--- config.mk ---
export PLATFORM = sky130hd
export DESIGN_NAME = shared_mem_arbiter
export DESIGN_NICKNAME = d
export VERILOG_FILES = /design/src/rtl/shared_mem_arbiter.sv
export SDC_FILE = /design/constraint.sdc
export NUM_CORES = 1
export LEC_CHECK = 0
export BUFFER_PORTS_ARGS = -buffer_cell sky130_fd_sc_hd__buf_4
export CAP_MARGIN = 20
export CORE_MARGIN = 1
export CORE_UTILIZATION = 30
export CTS_CLUSTER_SIZE = 28
export DETAILED_ROUTE_END_ITERATION = 7
export GPL_TIMING_DRIVEN = 0
export SLEW_MARGIN = 20
export SYNTH_ARGS = -nofsm -noshare
export SYNTH_HDL_FRONTEND = slang
export SYNTH_SLANG_ARGS = --single-unit
export TNS_END_PERCENT = 50
--- constraint.sdc ---
create_clock -name clk -period 6.64 [get_ports clk]
set_clock_uncertainty 0.2 [all_clocks]
set_input_delay 0.332 -clock clk [delete_from_list [all_inputs] [get_ports clk]]
set_output_delay 0.332 -clock clk [all_outputs]
set_load 0.01 [all_outputs]
--- src/rtl/shared_mem_arbiter.sv ---
// Round-robin arbiter sharing one single-port synchronous RAM among NUM_REQ requesters,
// with optional locked bursts capped at MAX_BURST accesses and a busy-cycle counter.
module shared_mem_arbiter #(
   parameter int unsigned NUM_REQ   = 3,
   parameter int unsigned ADDR_W    = 12,
   parameter int unsigned DATA_W    = 16,
   parameter int unsigned MAX_BURST = 32
) (
   input  logic                        clk,
   input  logic                        rst,
   input  logic [NUM_REQ-1:0]          i_req,
   input  logic [NUM_REQ-1:0]          i_lock,
   input  logic [NUM_REQ-1:0]          i_we,
   input  logic [NUM_REQ*ADDR_W-1:0]   i_addr,
   input  logic [NUM_REQ*DATA_W-1:0]   i_wdata,
   output logic [NUM_REQ-1:0]          o_gnt,
   output logic [NUM_REQ-1:0]          o_rvalid,
   output logic [DATA_W-1:0]           o_rdata,
   output logic                        o_mem_en,
   output logic                        o_mem_we,
   output logic [ADDR_W-1:0]           o_mem_addr,
   output logic [DATA_W-1:0]           o_mem_wdata,
   input  logic [DATA_W-1:0]           i_mem_rdata,
   input  logic                        i_clr_stats,
   output logic [15:0]                 o_busy_cycles
);

   localparam int unsigned PW = (NUM_REQ > 1) ? $clog2(NUM_REQ) : 1;
   localparam int unsigned BW = (MAX_BURST > 1) ? $clog2(MAX_BURST) : 1;
   localparam logic [BW-1:0] LastBeat = BW'((MAX_BURST == 0) ? 0 : MAX_BURST - 1);

   typedef enum logic {StArb, StOwn} state_t;

   state_t               r_state;
   logic [PW-1:0]        r_owner;
   logic [PW-1:0]        r_rr_ptr;
   logic [BW-1:0]        r_burst_cnt;
   logic [NUM_REQ-1:0]   r_gnt;
   logic [NUM_REQ-1:0]   r_rvalid;
   logic [15:0]          r_busy;

   logic                 w_found;
   logic [PW-1:0]        w_winner;
   logic                 w_mem_en;
   logic                 w_own_we;
   logic                 w_cap;
   logic                 w_release;
   logic [PW-1:0]        w_next_ptr;

   // Cyclic first-set search starting at the round-robin pointer.
   always_comb begin : p_search
      int unsigned idx;
      w_found  = 1'b0;
      w_winner = '0;
      for (int unsigned k = 0; k < NUM_REQ; k++) begin
         idx = int'(r_rr_ptr) + k;
         if (idx >= NUM_REQ) idx = idx - NUM_REQ;
         if (!w_found && i_req[idx]) begin
            w_found  = 1'b1;
            w_winner = PW'(idx);
         end
      end
   end

   always_comb begin
      w_mem_en   = (r_state == StOwn) && i_req[r_owner];
      w_own_we   = i_we[r_owner];
      w_cap      = (MAX_BURST != 0) && (r_burst_cnt == LastBeat);
      w_release  = !i_req[r_owner] || !i_lock[r_owner] || w_cap;
      w_next_ptr = (r_owner == PW'(NUM_REQ - 1)) ? '0 : r_owner + 1'b1;
   end

   always_ff @(posedge clk or posedge rst) begin
      if (rst) begin
         r_state     <= StArb;
         r_owner     <= '0;
         r_rr_ptr    <= '0;
         r_burst_cnt <= '0;
         r_gnt       <= '0;
         r_rvalid    <= '0;
         r_busy      <= '0;
      end else begin
         r_rvalid <= '0;
         if (w_mem_en && !w_own_we) r_rvalid[r_owner] <= 1'b1;

         if (i_clr_stats)                          r_busy <= '0;
         else if (w_mem_en && r_busy != 16'hFFFF)  r_busy <= r_busy + 16'd1;

         case (r_state)
            StArb: begin
               if (w_found) begin
                  r_owner     <= w_winner;
                  r_gnt       <= NUM_REQ'(1) << w_winner;
                  r_burst_cnt <= '0;
                  r_state     <= StOwn;
               end
            end
            StOwn: begin
               if (w_release) begin
                  r_gnt    <= '0;
                  r_rr_ptr <= w_next_ptr;
                  r_state  <= StArb;
               end else begin
                  r_burst_cnt <= r_burst_cnt + 1'b1;
               end
            end
            default: r_state <= StArb;
         endcase
      end
   end

   // RAM read data arrives the cycle after the read, aligned with r_rvalid.
   assign o_rdata       = (|r_rvalid) ? i_mem_rdata : '0;
   assign o_gnt         = r_gnt;
   assign o_rvalid      = r_rvalid;
   assign o_busy_cycles = r_busy;
   assign o_mem_en      = w_mem_en;
   assign o_mem_we      = w_mem_en & w_own_we;
   assign o_mem_addr    = w_mem_en ? i_addr[int'(r_owner)*ADDR_W +: ADDR_W] : '0;
   assign o_mem_wdata   = w_mem_en ? i_wdata[int'(r_owner)*DATA_W +: DATA_W] : '0;

endmodule

==> qor.yml, run 1 <==
start_util_pct: 31.3
ys_seq_elements: 32
yosysMostFrequentCell: "nor2_1"
cp_max_fo: 10
power.density_mw_per_mm2: 291
synth_area_per_cell_um2: 7.72
cts-root-buf: "clkbuf_8"
hold_viol_final: 0
clk-insertion-delay-late_ns: 0.28
cp.depth: 8
worstPathCellList: "buf_4 > nor2b_1 > buf_4 > o2bb2ai_2 > nand2_1 > clkbuf_1 > nor2_1 > buf_4"
synth_edf_count: 0
slowest_delay_ns: 0.41
syn_nets: 474
numCtsBuffers: 5
dpl_cell_area_mm2: 0.00420
via_per_inst: 4.95
setup_viol: 0
core_mm2: 0.00876
endpoint_kind: "output port"
antenna_found_initial: 0
clkSinkCount: 32
clock_path_buffers: 2
period_share_pct: 42.1
cts_tree: "done"
synthToLayoutAreaGrowth_pct: 57.0
rsz0062_at_grt: "no"
peakVddDrop_uv: 126
startpoint_type: "flop"
yosysUniqueCellTypes: 52
overflow: 0
num_vias: 3213
avgRoutedWirePerCell_um: 14.7
first_iter_violations: 101
drv_cap: 0
crit_slowest_cell: "clkbuf_1"
cellLeakagePower_uw: 0.00213
relSlewSlack_pct: 49.1
hold_end: "o_rvalid[1]"
post_cts_buffers: 0
grt_pass1_vias: 3196
critPathRequiredTime_ns: 6.11
crit_top_cell: "buf_4"
ff2ff_path_depth: 8
outcome: "completed"
cts_hold_buf: 2
path_class: "reg2out"
netlist_area_mm2: 0.00274
tightest_slew_ns: 0.758
die_h_um: 97.6
yosys.area.top_type: "dfrtp_1"
reg2reg_to: "r_owner[0]"
finalMaxSlewViolations: 0
grt_max_degree: 33
min_from: "i_we[1]"
h-tree-depth: 2
synth_warnings: 0
die_x_um: 97.6
boundaryPins: 180
gp_congestion: 0.874
hp-class: "in2reg"
clk_pin_slew_worst_paths_ns: 0.07
synth_flop_cell: "dfrtp_1"
drive_gt1_share_pct: 37.2
stdcell_area_mm2: 0.00430
syn_inst: 355
std_cell_rows: 34
dr.pass1.iters: 4
synth-async-reset-ratio_pct: 100
min_period_ns: 2.79
critical_path_arrival_ns: 2.26
timing.rr.start: "r_rr_ptr[1]"
n_antenna_cell: 0
ctsResizeCount: 0
crit_family: "buffers and inverters"
hold_path_depth: 2
synth_top_area_share_pct: 29.2
dieArea_mm2: 0.00952
synth_area_leaders: "dfrtp_1, mux2i_1, nor2_1"
synth_common_cells: "nor2_1, a21oi_1, mux2i_1"
setup_tns_ns: 0
reg2reg_slack_ns: 4.14
placement.io_buffers: 177
drc: 0
antenna_left: 0
max_freq_ghz: 0.358
path_buf_inv: 4
yosysSeqAreaShare_pct: 29.2
total_power_uw: 1250
dp_hpwl_um: 7560
grt_pass1_wl_um: 15400
drt_wl_total_um: 9510
grt_util_all_layers_pct: 19.5
nets: 660
flip-flops by register name (all words and copies together) (netlist names):
register,count
o_busy_cycles,16
o_gnt,3
o_rvalid,3
r_burst_cnt,5
r_owner,2
r_rr_ptr,2
r_state,1
worst register-to-register path, delay by kind of cell, from the launching register on:
family          cells  cell delay [ns]
compound gates      3             0.89
flops               1             0.41
buf+inv             2             0.27
mux                 1             0.32
fa+ha+maj           1             0.18
simple gates        1             0.11
logic make-up after synthesis:
kind of cell / Yosys count / synth area share [%]
buffers and inverters: 43 / 6.58
multiplexers: 36 / 13.2
AND/OR/NAND/NOR: 144 / 27.0
flip-flops: 32 / 29.2
adder cells (fa/ha/maj): 7 / 3.20
AO/OA/AOI/OAI: 93 / 20.8
layer usage:
metal	up-vias	global-route usage (%)	wire (µm)	share of wire [%]
met5	-	0	0	0
met4	0	3.96	50	0.53
met3	6	3.74	426	4.5
met2	101	34.7	4890	51
met1	1487	24.2	4140	44
li1	1619	-	-	-
cell type report:
| type | instances | area [µm²] |
|---|---|---|
| Sequential cell | 32 | 801 |
| Clock inverter | 1 | 5.00 |
| Clock buffer | 6 | 72.6 |
| Tap cell | 108 | 135 |
| Fill cell | 895 | 4460 |
| Multi-Input combinational cell | 280 | 1760 |
| Timing Repair Buffer | 179 | 1350 |
| Inverter | 16 | 60.1 |
| Buffer | 27 | 120 |
how the worst max path moves through the flow:
stage / slack (ns) / end / startpoint
final: 3.85 / o_mem_addr[3] / r_owner[1]
after global routing: 3.70 / o_mem_wdata[9] / r_owner[1]
after CTS: 3.83 / o_mem_addr[3] / r_owner[1]
after detailed placement: 4.15 / o_mem_addr[3] / r_owner[1]
after global placement: 4.16 / o_mem_addr[3] / r_owner[1]
after floorplan: 4.44 / r_owner[0] / r_rr_ptr[1]
layout by cell type (no fill, tap or decap), drive strengths merged, types with 2 or more instances in the layout:
cell type    count
buf            191
nor2            66
a21oi           47
mux2i           34
dfrtp           32
nor2b           19
clkbuf          19
inv             16
o21ai           15
nand2           14
o31ai           11
or4              9
ha               7
nand3            6
and3             5
nor3             4
nor4             3
a2bb2oi          3
nand2b           3
o22ai            3
or2              3
or3              2
mux2             2
nand3b           2
and2             2
dlygate4sd3      2
nand4            2
o2bb2ai          2
power breakdown:
| part | internal (µW) | leakage [µW] | switching (µW) | total (µW) |
|---|---|---|---|---|
| registers | 229 | 0.000435 | 25.7 | 255 |
| logic | 385 | 0.00165 | 471 | 856 |
| clock network | 71.2 | 0.0000410 | 69.9 | 141 |
metrics by stage:
stage	setup slack, ns	hold slack [ns]	std cells	util, %
detailed placement	4.15	0.295	640	48.0
floorplan	4.44	0.202	355	-
CTS	3.83	0.0117	649	49.1
global route	3.70	0.0115	649	49.1
global placement	4.16	0.282	640	48.0
finish	3.85	0.0238	649	49.1
Power figures use the tool's default switching activity.
==> run 2, diff against run 1 <==
==> constraint.sdc (replaced) <==
create_clock -name clk -period 2.9 [get_ports clk]
set_clock_uncertainty 0.2 [all_clocks]
set_input_delay 0.145 -clock clk [delete_from_list [all_inputs] [get_ports clk]]
set_output_delay 0.145 -clock clk [all_outputs]
set_load 0.01 [all_outputs]
==> qor.yml, run 2 (same netlist as run 1, synthesis figures left out) <==
clock_path_buffers: 2
outcome: "completed"
crit_slowest_cell: "clkbuf_1"
die_x_um: 97.6
reg2reg_slack_ns: 0.40
placement.io_buffers: 177
h-tree-depth: 2
cp_max_fo: 10
stdcell_area_mm2: 0.00432
clk_pin_slew_worst_paths_ns: 0.07
path_class: "reg2out"
critPathRequiredTime_ns: 2.56
grt_pass1_wl_um: 15400
reg2reg_to: "r_owner[0]"
avgRoutedWirePerCell_um: 14.6
slowest_delay_ns: 0.41
endpoint_kind: "output port"
via_per_inst: 4.96
hold_viol_final: 0
relSlewSlack_pct: 49.1
drc: 0
rsz0062_at_grt: "no"
core_mm2: 0.00876
n_antenna_cell: 0
dpl_cell_area_mm2: 0.00420
path_buf_inv: 4
clkSinkCount: 32
intPower_uw: 1570
synthToLayoutAreaGrowth_pct: 57.7
grtUsageMet3_pct: 3.81
overflow: 0
cts_tree: "done"
die_h_um: 97.6
first_iter_violations: 92
p_seq_share_pct: 20.4
startpoint_type: "flop"
antenna_left: 0
boundaryPins: 180
antenna_found_initial: 0
min_period_ns: 2.62
finalMaxSlewViolations: 0
grt_pass1_vias: 3221
num-fill-cells: 894
tightest_slew_ns: 0.758
top_usage_layer: "met2"
min_from: "i_clr_stats"
cellLeakagePower_uw: 0.00213
hold_end: "o_busy_cycles[1]"
largest_register_ffs: 16
crit_top_cell: "buf_4"
critical_path_arrival_ns: 2.27
clockPowerShare_pct: 11.3
gp_congestion: 0.874
grtUsageMet2_pct: 34.7
p_comb_share_pct: 68.3
critPathLaunch: "r_owner[1]"
num_vias: 3229
post_cts_buffers: 0
cts-root-buf: "clkbuf_8"
clk-insertion-delay-late_ns: 0.28
drv_cap: 0
numCtsBuffers: 5
netSwitchingFraction_pct: 45.2
worstPathCellList: "buf_4 > nor2b_1 > buf_4 > o2bb2ai_2 > nand2_1 > clkbuf_1 > nor2_1 > buf_4"
crit_family: "buffers and inverters"
grt_util_all_layers_pct: 19.5
hold_path_depth: 2
std_cell_rows: 34
drt_wl_total_um: 9500
period_share_pct: 90.2
start_util_pct: 31.3
final_core_util_pct: 49.3
nets: 662
setup_tns_ns: 0
final_common_cell: "buf_4"
ff2ff_path_depth: 8
max_freq_ghz: 0.382
peakVddDrop_uv: 287
grt_max_degree: 33
hp-class: "in2reg"
timing.rr.start: "r_rr_ptr[1]"
drive_gt1_share_pct: 37.0
power.density_mw_per_mm2: 664
switching_power_uw: 1300
setup_viol: 0
dr.pass1.iters: 4
mostFrequentLayoutCells: "buf_4, nor2_1, a21oi_1"
grt_util_met1_pct: 24.2
dieArea_mm2: 0.00952
dp_hpwl_um: 7560
## run 2: cell count changes in the layout (fill, tap and decap cells not counted), sizes merged
cell | previous run | this run
dlygate4sd3 | 2 | 4
## run 2: power by group through the flow
stage	clock [µW]	sequential (µW)	combinational, µW
after floorplan	0	589	1270
after CTS	333	584	1970
final	325	584	1960
after detailed placement	0	591	1960
after global routing	364	591	2160
after global placement	0	590	1930
## run 2: cell type report
cell class,count,area [µm²],share of cell area [%]
multi-input cells,280,1760,40.7
repair buffers,181,1370,31.7
flip-flops and latches,32,801,18.5
well taps,108,135,3.13
plain buffers,27,120,2.78
clock buffers,6,72.6,1.68
inverters,16,60.1,1.39
clock inverters,1,5.00,0.116
## run 2: timing repair
item                                   4_1_cts  5_1_grt
endpoints found under the hold margin       35        0
hold buffers                                 4        0
resized for setup                            0        0
## run 2: worst max-delay path by stage
stage                endpoint  slack, ns  depth (start not counted)
2_1_floorplan      r_owner[0]       0.70                          8
3_3_place_gp       r_owner[0]       0.48                          8
5_1_grt        o_mem_wdata[9]       0.15                          8
6_report        o_mem_addr[3]       0.28                          8
4_1_cts         o_mem_addr[3]       0.28                          8
3_5_place_dp       r_owner[0]       0.43                          8
## run 2: metal layers
metal  vias up  share of wire [%]
li1       1626                  -
met1      1478                 43
met2       114                 51
met3        11                5.1
met4         0                1.1
met5         -                  0
## run 2: per-stage QoR
| step | cells | setup slack, ns | power (µW) | hold slack, ns |
|---|---|---|---|---|
| 6_report | 651 | 0.283 | 2870 | 0.0503 |
| 5_1_grt | 651 | 0.146 | 3110 | 0.101 |
| 4_1_cts | 651 | 0.280 | 2890 | 0.0644 |
| 3_5_place_dp | 640 | 0.429 | 2550 | 0.108 |
| 3_3_place_gp | 640 | 0.479 | 2510 | 0.112 |
| 2_1_floorplan | 355 | 0.699 | 1850 | 0.0148 |
## run 2: worst reg2reg max path, stage by stage (launching register included)
cell and delay [ns]:
dfrtp_1 0.41, inv_1 0.08, ha_1 0.18, clkbuf_1 0.19
a22o_1 0.27, a211o_1 0.31, a21oi_2 0.31, nor2_1 0.11
mux2_1 0.32
